===== config.mk =====
export PLATFORM = sky130hd
export DESIGN_NAME = mem_port_arbiter
export DESIGN_NICKNAME = d
export VERILOG_FILES = /design/src/rtl/mem_port_arbiter.sv
export SDC_FILE = /design/constraint.sdc
export NUM_CORES = 1
export LEC_CHECK = 0
export ABC_AREA = 1
export BUFFER_PORTS_ARGS = -buffer_cell sky130_fd_sc_hd__buf_2
export CAP_MARGIN = 20
export CORE_MARGIN = 1
export CORE_UTILIZATION = 25
export CTS_BUF_LIST = sky130_fd_sc_hd__clkbuf_16
export CTS_CLUSTER_DIAMETER = 50
export DETAILED_ROUTE_END_ITERATION = 10
export HOLD_SLACK_MARGIN = 0.03
export PLACE_DENSITY = 0.57
export SYNTH_ARGS = -nofsm -noshare
export SYNTH_HDL_FRONTEND = slang
export SYNTH_SLANG_ARGS = --single-unit

===== constraint.sdc =====
create_clock -name clk -period 2.1 [get_ports clk]
set_clock_uncertainty 0.15 [all_clocks]
set_input_delay 0.21 -clock clk [delete_from_list [all_inputs] [get_ports clk]]
set_output_delay 0.21 -clock clk [all_outputs]
set_load 0.005 [all_outputs]

===== src/rtl/mem_port_arbiter.sv =====
// Arbitrates the shared single-port RAM between the data port, instruction fetch and
// the program loader, and routes each 1-cycle read return back to the port that issued it.
module mem_port_arbiter #(
  parameter int ADDR_W       = 9,
  parameter int DATA_W       = 16,
  parameter int STARVE_LIMIT = 4
) (
  input  logic              clk,
  input  logic              rst,
  input  logic              d_req,
  input  logic              d_we,
  input  logic [ADDR_W-1:0] d_addr,
  input  logic [DATA_W-1:0] d_wdata,
  output logic              d_gnt,
  output logic              d_rvalid,
  input  logic              f_req,
  input  logic [ADDR_W-1:0] f_addr,
  output logic              f_gnt,
  output logic              f_rvalid,
  input  logic              l_req,
  input  logic              l_we,
  input  logic [ADDR_W-1:0] l_addr,
  input  logic [DATA_W-1:0] l_wdata,
  output logic              l_gnt,
  output logic              l_rvalid,
  output logic [DATA_W-1:0] rdata,
  output logic [ADDR_W-1:0] ram_addr,
  output logic [DATA_W-1:0] ram_wdata,
  output logic              ram_we,
  input  logic [DATA_W-1:0] ram_rdata,
  output logic              loader_active
);

  localparam int CNT_W = 4;
  localparam logic [CNT_W-1:0] STARVE_MAX = CNT_W'(STARVE_LIMIT);

  typedef enum logic [1:0] {ST_NORMAL, ST_LOADER, ST_RESUME} state_e;
  typedef enum logic [1:0] {TAG_NONE, TAG_D, TAG_F, TAG_L} tag_e;

  state_e            state_q, state_d;
  tag_e              tag_q, tag_d;
  logic [CNT_W-1:0]  starve_q, starve_d;
  logic [ADDR_W-1:0] addr_q, addr_d;
  logic [DATA_W-1:0] wdata_q, wdata_d;

  always_ff @(posedge clk or negedge rst) begin
    if (!rst) begin
      state_q  <= ST_NORMAL;
      tag_q    <= TAG_NONE;
      starve_q <= '0;
      addr_q   <= '0;
      wdata_q  <= '0;
    end else begin
      state_q  <= state_d;
      tag_q    <= tag_d;
      starve_q <= starve_d;
      addr_q   <= addr_d;
      wdata_q  <= wdata_d;
    end
  end

  // Grant selection and session state; at most one grant per cycle.
  always_comb begin
    d_gnt   = 1'b0;
    f_gnt   = 1'b0;
    l_gnt   = 1'b0;
    state_d = state_q;
    case (state_q)
      ST_NORMAL: begin
        if (l_req) begin
          l_gnt   = 1'b1;
          state_d = ST_LOADER;
        end else if (f_req && (starve_q == STARVE_MAX)) begin
          f_gnt = 1'b1;
        end else if (d_req) begin
          d_gnt = 1'b1;
        end else if (f_req) begin
          f_gnt = 1'b1;
        end
      end
      ST_LOADER: begin
        l_gnt = l_req;
        if (!l_req) state_d = ST_RESUME;
      end
      ST_RESUME: state_d = ST_NORMAL;
      default:   state_d = ST_NORMAL;
    endcase
  end

  // RAM drive from the winner; address and write data hold when nobody is granted.
  always_comb begin
    ram_addr  = addr_q;
    ram_wdata = wdata_q;
    ram_we    = 1'b0;
    tag_d     = TAG_NONE;
    if (d_gnt) begin
      ram_addr  = d_addr;
      ram_wdata = d_wdata;
      ram_we    = d_we;
      tag_d     = d_we ? TAG_NONE : TAG_D;
    end else if (f_gnt) begin
      ram_addr = f_addr;
      tag_d    = TAG_F;
    end else if (l_gnt) begin
      ram_addr  = l_addr;
      ram_wdata = l_wdata;
      ram_we    = l_we;
      tag_d     = l_we ? TAG_NONE : TAG_L;
    end
    addr_d  = ram_addr;
    wdata_d = ram_wdata;
  end

  // Starve counter only moves while d/f are arbitrating; loader sessions freeze it.
  always_comb begin
    starve_d = starve_q;
    if (state_q == ST_NORMAL) begin
      if (f_req && !f_gnt)
        starve_d = (starve_q == STARVE_MAX) ? STARVE_MAX : starve_q + CNT_W'(1);
      else
        starve_d = '0;
    end
  end

  assign d_rvalid      = (tag_q == TAG_D);
  assign f_rvalid      = (tag_q == TAG_F);
  assign l_rvalid      = (tag_q == TAG_L);
  assign rdata         = ram_rdata;
  assign loader_active = (state_q != ST_NORMAL);

endmodule


==> flow_summary.yaml, run 1 <==
global_route:
  grt.total_usage_pct: 14.18
  antenna_found_initial: 0
  grt_pass1_wl_um: 9729
  grt_max_degree: 35
  grt-ovfl-total: 0
  grt_pass1_vias: 2182
finish:
  utilization_pct: 39.91
  final_cell_mix: "buf_2, nand2_1, inv_1"
  stdcell_area_sq_mm: 0.003132
  nets: 501
  n_antenna_cell: 0
  mostFrequentLayoutCell: "buf_2"
  drive_above_1_share_pct: 33.25
  area_growth_pct: 51.97
critical_path:
  critPathTopFamily: "simple AND/OR/NAND/NOR gates"
  end_kind: "output port"
  criticalPathCategory: "flop to output port"
  startpoint_type: "flop"
  cp_cell_sequence: "nor2_4 > nand2_1 > nand3b_4 > clkbuf_16 > nand3b_1 > nand2_1 > buf_2"
  worst_ep_required_time_ns: 1.74
  cp_max_fo: 8
  crit_path_max_incr_delay_ns: 0.42
  cp.arrival_ns: 1.73
  worst_path_most_repeated_cell: "nand2_1"
  critPathSlowestCell: "dfrtp_1"
  critPathBufInv: 2
synthesis:
  synth_area_leader_cell: "dfrtp_1"
  ys_types: 19
  seq_area_frac_synth_pct: 40.07
  ys.warnings.count: 0
  ys_seq_elements: 33
  yosysTopAreaCellShare_pct: 40.07
  synthCells: 297
  avgSynthCellArea_sq_um: 6.938
  yosys-top-cells-area: "dfrtp_1, nand2_1, inv_1, buf_4, nand3b_1"
  synth_area_sq_mm: 0.002061
  syn-num-nets: 381
clock_network:
  cts_tree: "yes"
  cts_sinks: 33
  cts_buffers: 5
  clockRootBuffer: "clkbuf_16"
  clk_latency_ns: 0.27
  clk_pin_slew_worst_paths_ns: 0.05
  htreeDepth: 2
  ctsLongestPathBuffers: 2
place:
  gp_congestion: 0.8006
  portBuffers: 98
  dp_hpwl_um: 3978
  place_area_sq_mm: 0.002550
pwr:
  switching_power_mw: 0.6123
  p_leak_nw: 1.770
  ir_drop_mv: 0.2768
  switching_share_pct: 29.15
  pwr-share-comb_pct: 30.4
  p_clk_share_pct: 33.0
  seq_power_share_pct: 36.7
  power_mw: 2.100
  power.density_mw_per_mm2: 670.6
  internal_power_mw: 1.488
floorplan:
  num_io_pins: 131
  rows: 32
  start_util_pct: 26.26
  dieArea_sq_mm: 0.008610
  die_h_um: 92.79
  core_sq_mm: 0.007848
  die_w_um: 92.79
sta:
  finalHoldViolations: 0
  rsz0062_at_grt: "yes"
  fin_crit_sh_pct: 99.53
  finalSetupViolations: 0
  period_needed_ns: 2.090
  tightest_slew_ns: 0.7952
  slew_headroom_pct: 46.98
  max_freq_mhz: 478.4
  slew_violations: 0
route:
  routed_wl_um: 5911
  ant_nets: 0
  drt-initial-drc-count: 71
  vias: 2194
  route.detailed.drc: 0
  firstDrtPassIters: 5
  via_per_inst: 4.219
  post_drt_wl_per_cell_um: 11.37
outcome:
  status: "finished, final reports clean"
hold_path:
  hold_class: "input pin to flop"
flow_run:
  maxCapViolCount: 0
-- what timing repair did --
| action | CTS | global route |
|---|---|---|
| setup buffers | 4 | 7 |
| gates resized for setup | 12 | 12 |
| pin swaps | 2 | 9 |
| endpoints found under the hold margin | 59 | 0 |
| hold buffers | 26 | 0 |
| endpoints found under the setup margin | 28 | 26 |
| gates cloned | 0 | 1 |
-- per-layer routing --
layer	vias to the layer above	share of wire (%)	global-route usage, %
li1	1125	-	-
met2	75	48	25.61
met3	12	6.1	3.530
met1	982	45	16.54
met5	-	0	0
met4	0	1.0	3.718
-- per-stage QoR --
| step | setup WS (ns) | setup TNS, ns | hold WS [ns] | cells |
|---|---|---|---|---|
| 3_3_place_gp | 0.05998 | 0 | 0.2027 | 474 |
| 5_1_grt | -0.1006 | -2.031 | 0.04091 | 520 |
| 2_1_floorplan | 0.4666 | 0 | -0.2356 | 297 |
| 6_report | 0.009885 | 0 | 0.02440 | 520 |
| 4_1_cts | 0.007324 | 0 | 0.03801 | 512 |
| 3_5_place_dp | 0.04554 | 0 | 0.2014 | 474 |
-- logic make-up after synthesis --
kind of cell / count (synthesis) / share of synthesized area [%]
AOI/OAI and AO/OA: 17 / 4.129
adders and majority gates: 2 / 1.214
buffers and inverters: 79 / 18.70
DFF: 33 / 40.07
and+or+nand+nor: 166 / 35.88
-- state kept, by name, summed over array words and instances (netlist names) --
register and flops:
tag_q 2, starve_q 4, state_q 2, wdata_q 16
addr_q 9
-- power by group through the flow --
stage          Clock, mW  Sequential [mW]  Combinational [mW]
2_1_floorplan          0            0.774               0.313
4_1_cts            0.725            0.768               0.586
6_report           0.692            0.770               0.638
5_1_grt            0.750            0.781               0.723
3_3_place_gp           0            0.779               0.509
3_5_place_dp           0            0.783               0.515
-- area by class of cell --
type	count	area, sq um
Timing Repair Buffer	141	939.7
Inverter	51	203.9
Multi-Input combinational cell	185	897.1
Sequential cell	33	825.8
Clock buffer	5	125.1
Tap cell	102	127.6
Clock inverter	3	12.51
Fill cell	841	4716
-- worst register-to-register path: cells and delay by family (launching register included) --
kind	cells	cell delay, ns
DFF	1	0.42
buffers and inverters	2	0.37
and+or+nand+nor	5	0.68
-- final timing paths --
path                              from             to  slack, ns  cells past startpoint
setup / recovery            state_q[1]  ram_wdata[13]       0.01                      7
hold / removal               d_addr[4]      addr_q[4]       0.02                      3
setup reg to reg            state_q[1]    wdata_q[12]       0.40                      7
hold reg to reg            starve_q[3]    starve_q[3]       0.33                      2
max in group asynchronous          rst     wdata_q[5]       0.89                      2
min in group asynchronous          rst      addr_q[8]       0.42                      2
-- synth_stat cells (all sizes together) --
cell type and count:
a21oi 2, buf 27, clkbuf 1, dfrtp 33, ha 2, inv 51
nand2 102, nand3 21, nand3b 17, nand4 2, nor2 23, nor3 1
o21ai 15
Note: power is estimated with default switching activity, not from simulation.
==> run 2, diff against run 1 <==
--- a/config.mk
+++ b/config.mk
@@ -9,12 +9,13 @@
 export BUFFER_PORTS_ARGS = -buffer_cell sky130_fd_sc_hd__buf_2
 export CAP_MARGIN = 20
 export CORE_MARGIN = 1
-export CORE_UTILIZATION = 25
+export CORE_UTILIZATION = 43
 export CTS_BUF_LIST = sky130_fd_sc_hd__clkbuf_16
 export CTS_CLUSTER_DIAMETER = 50
 export DETAILED_ROUTE_END_ITERATION = 10
 export HOLD_SLACK_MARGIN = 0.03
-export PLACE_DENSITY = 0.57
+export PLACE_DENSITY = 0.81
+export SKIP_LAST_GASP = 1
 export SYNTH_ARGS = -nofsm -noshare
 export SYNTH_HDL_FRONTEND = slang
 export SYNTH_SLANG_ARGS = --single-unit
==> flow_summary.yaml, run 2 (synthesis gave the netlist of run 1 again) <==
sta:
  finalHoldViolations: 0
  rsz0062_at_grt: "yes"
  finalSetupViolations: 22
  max_freq_mhz: 458.9
  slew_violations: 0
  fin_crit_sh_pct: 103.8
  period_needed_ns: 2.179
  tightest_slew_ns: 0.7910
  layout_setup_ws_ns: -0.07892
  slew_headroom_pct: 47.27
  holdWs_ns: 0.02841
critical_path:
  cp.arrival_ns: 1.82
  criticalPathCategory: "flop to output port"
  worst_ep_required_time_ns: 1.74
  r2r-start: "starve_q[0]"
  startpoint_type: "flop"
  end_kind: "output port"
  crit_start: "starve_q[0]"
  cp_max_fo: 13
global_route:
  grt_max_degree: 35
  grt_pass1_vias: 2125
  grt.total_usage_pct: 23.38
  grt-ovfl-total: 0
  antenna_found_initial: 0
  grt_pass1_wl_um: 9197
clock_network:
  ctsLongestPathBuffers: 2
  clockRootBuffer: "clkbuf_16"
  cts_buffers: 5
  cts_tree: "yes"
  clk_latency_ns: 0.27
  cts_sinks: 33
  htreeDepth: 2
  clk_pin_slew_worst_paths_ns: 0.05
floorplan:
  num_io_pins: 131
  start_util_pct: 46.06
  die_h_um: 71.23
  rows: 24
  dieArea_sq_mm: 0.005073
  die_w_um: 71.23
  core_sq_mm: 0.004474
pwr:
  ir_drop_mv: 0.5036
  pwr-share-comb_pct: 30.9
  p_clk_share_pct: 32.6
  switching_power_mw: 0.6365
  switching_share_pct: 30.08
  p_leak_nw: 1.813
  seq_power_share_pct: 36.4
  power.density_mw_per_mm2: 676.5
  internal_power_mw: 1.480
finish:
  area_growth_pct: 51.79
  regMostFlops: "wdata_q"
  reg.largest.list: "wdata_q: 16 flops, addr_q: 9 flops, starve_q: 4 flops"
  drive_above_1_share_pct: 35.80
  mostFrequentLayoutCell: "buf_2"
  n_antenna_cell: 0
  largest_reg_flops: 16
  final_cell_mix: "buf_2, nand2_1, inv_1"
  nets: 502
place:
  portBuffers: 98
  dp_slack_ns: 0.09940
  dp_hpwl_um: 3577
  gp_congestion: 0.8506
hold_path:
  worstHoldStart: "d_addr[8]"
  hold_class: "input pin to flop"
route:
  firstDrtPassIters: 9
  ant_nets: 0
  via_per_inst: 4.849
  route.detailed.drc: 9
  drt-initial-drc-count: 151
  post_drt_wl_per_cell_um: 13.55
  vias: 2284
  routed_wl_um: 6383
flow_run:
  maxCapViolCount: 0
outcome:
  violations: "design-rule violations, negative setup slack"
  status: "finished, violations left"
==> run 2: cell types whose count changed in the layout (fill, tap and decap cells not counted), sizes merged <==
cell,change
clkbuf,-1
buf,+1
nand3b,+1
dlygate4sd3,-2
inv,+2
==> run 2: power by group through the flow <==
| stage | combinational, mW | clock (mW) | sequential [mW] |
|---|---|---|---|
| 2_1_floorplan | 0.313 | 0 | 0.774 |
| 3_3_place_gp | 0.493 | 0 | 0.778 |
| 3_5_place_dp | 0.502 | 0 | 0.784 |
| 4_1_cts | 0.574 | 0.696 | 0.768 |
| 5_1_grt | 0.727 | 0.732 | 0.781 |
| 6_report | 0.655 | 0.691 | 0.771 |
==> run 2: final timing paths <==
kind | end | slack (ns) | cells past startpoint
setup / recovery | ram_addr[0] | -0.08 | 9
hold / removal | addr_q[8] | 0.03 | 3
setup reg to reg | addr_q[6] | 0.36 | 9
hold reg to reg | starve_q[3] | 0.36 | 2
max in group asynchronous | starve_q[1] | 0.89 | 2
min in group asynchronous | addr_q[7] | 0.41 | 2
==> run 2: final cells by class <==
class	count	area [sq um]
fill	350	1346
multi-input combinational	186	947.2
timing repair buffer	139	924.6
sequential	33	825.8
inverter	51	203.9
clock buffer	5	125.1
tap	52	65.06
timing repair inverter	2	22.52
clock inverter	3	13.76
==> run 2: critical path: stages, from the launching register on <==
cell	delay (ns)
dfrtp_1	0.37
inv_2	0.06
ha_4	0.16
nand4_1	0.17
nand3b_4	0.18
buf_4	0.20
inv_8	0.10
nand2_1	0.07
nand2_1	0.10
buf_2	0.13
==> run 2: repair_timing <==
item | in CTS | in global routing
hold buffers | 24 | 0
setup endpoints to repair | 27 | 26
gates cloned | 1 | 2
resized for setup | 7 | 30
hold endpoints to repair | 57 | 0
buffers inserted | 6 | 5
pin swaps | 2 | 3
==> run 2: stage by stage <==
stage	utilization, %	std cells	power, mW	setup TNS (ns)	area, sq um
finish	69.91	471	2.116	-0.4844	3128
CTS	65.80	464	2.037	0	2944
detailed placement	55.48	425	1.286	0	2482
global placement	55.48	425	1.271	0	2482
global route	69.91	471	2.239	-2.316	3128
floorplan	-	297	1.087	0	2061
==> run 2: metal layers <==
layer	track usage, %	vias up	share of wire [%]
met5	0	-	0
met4	12.44	0	2.9
met3	5.626	18	4.8
met2	39.68	89	52
met1	27.45	1048	41
li1	-	1129	-
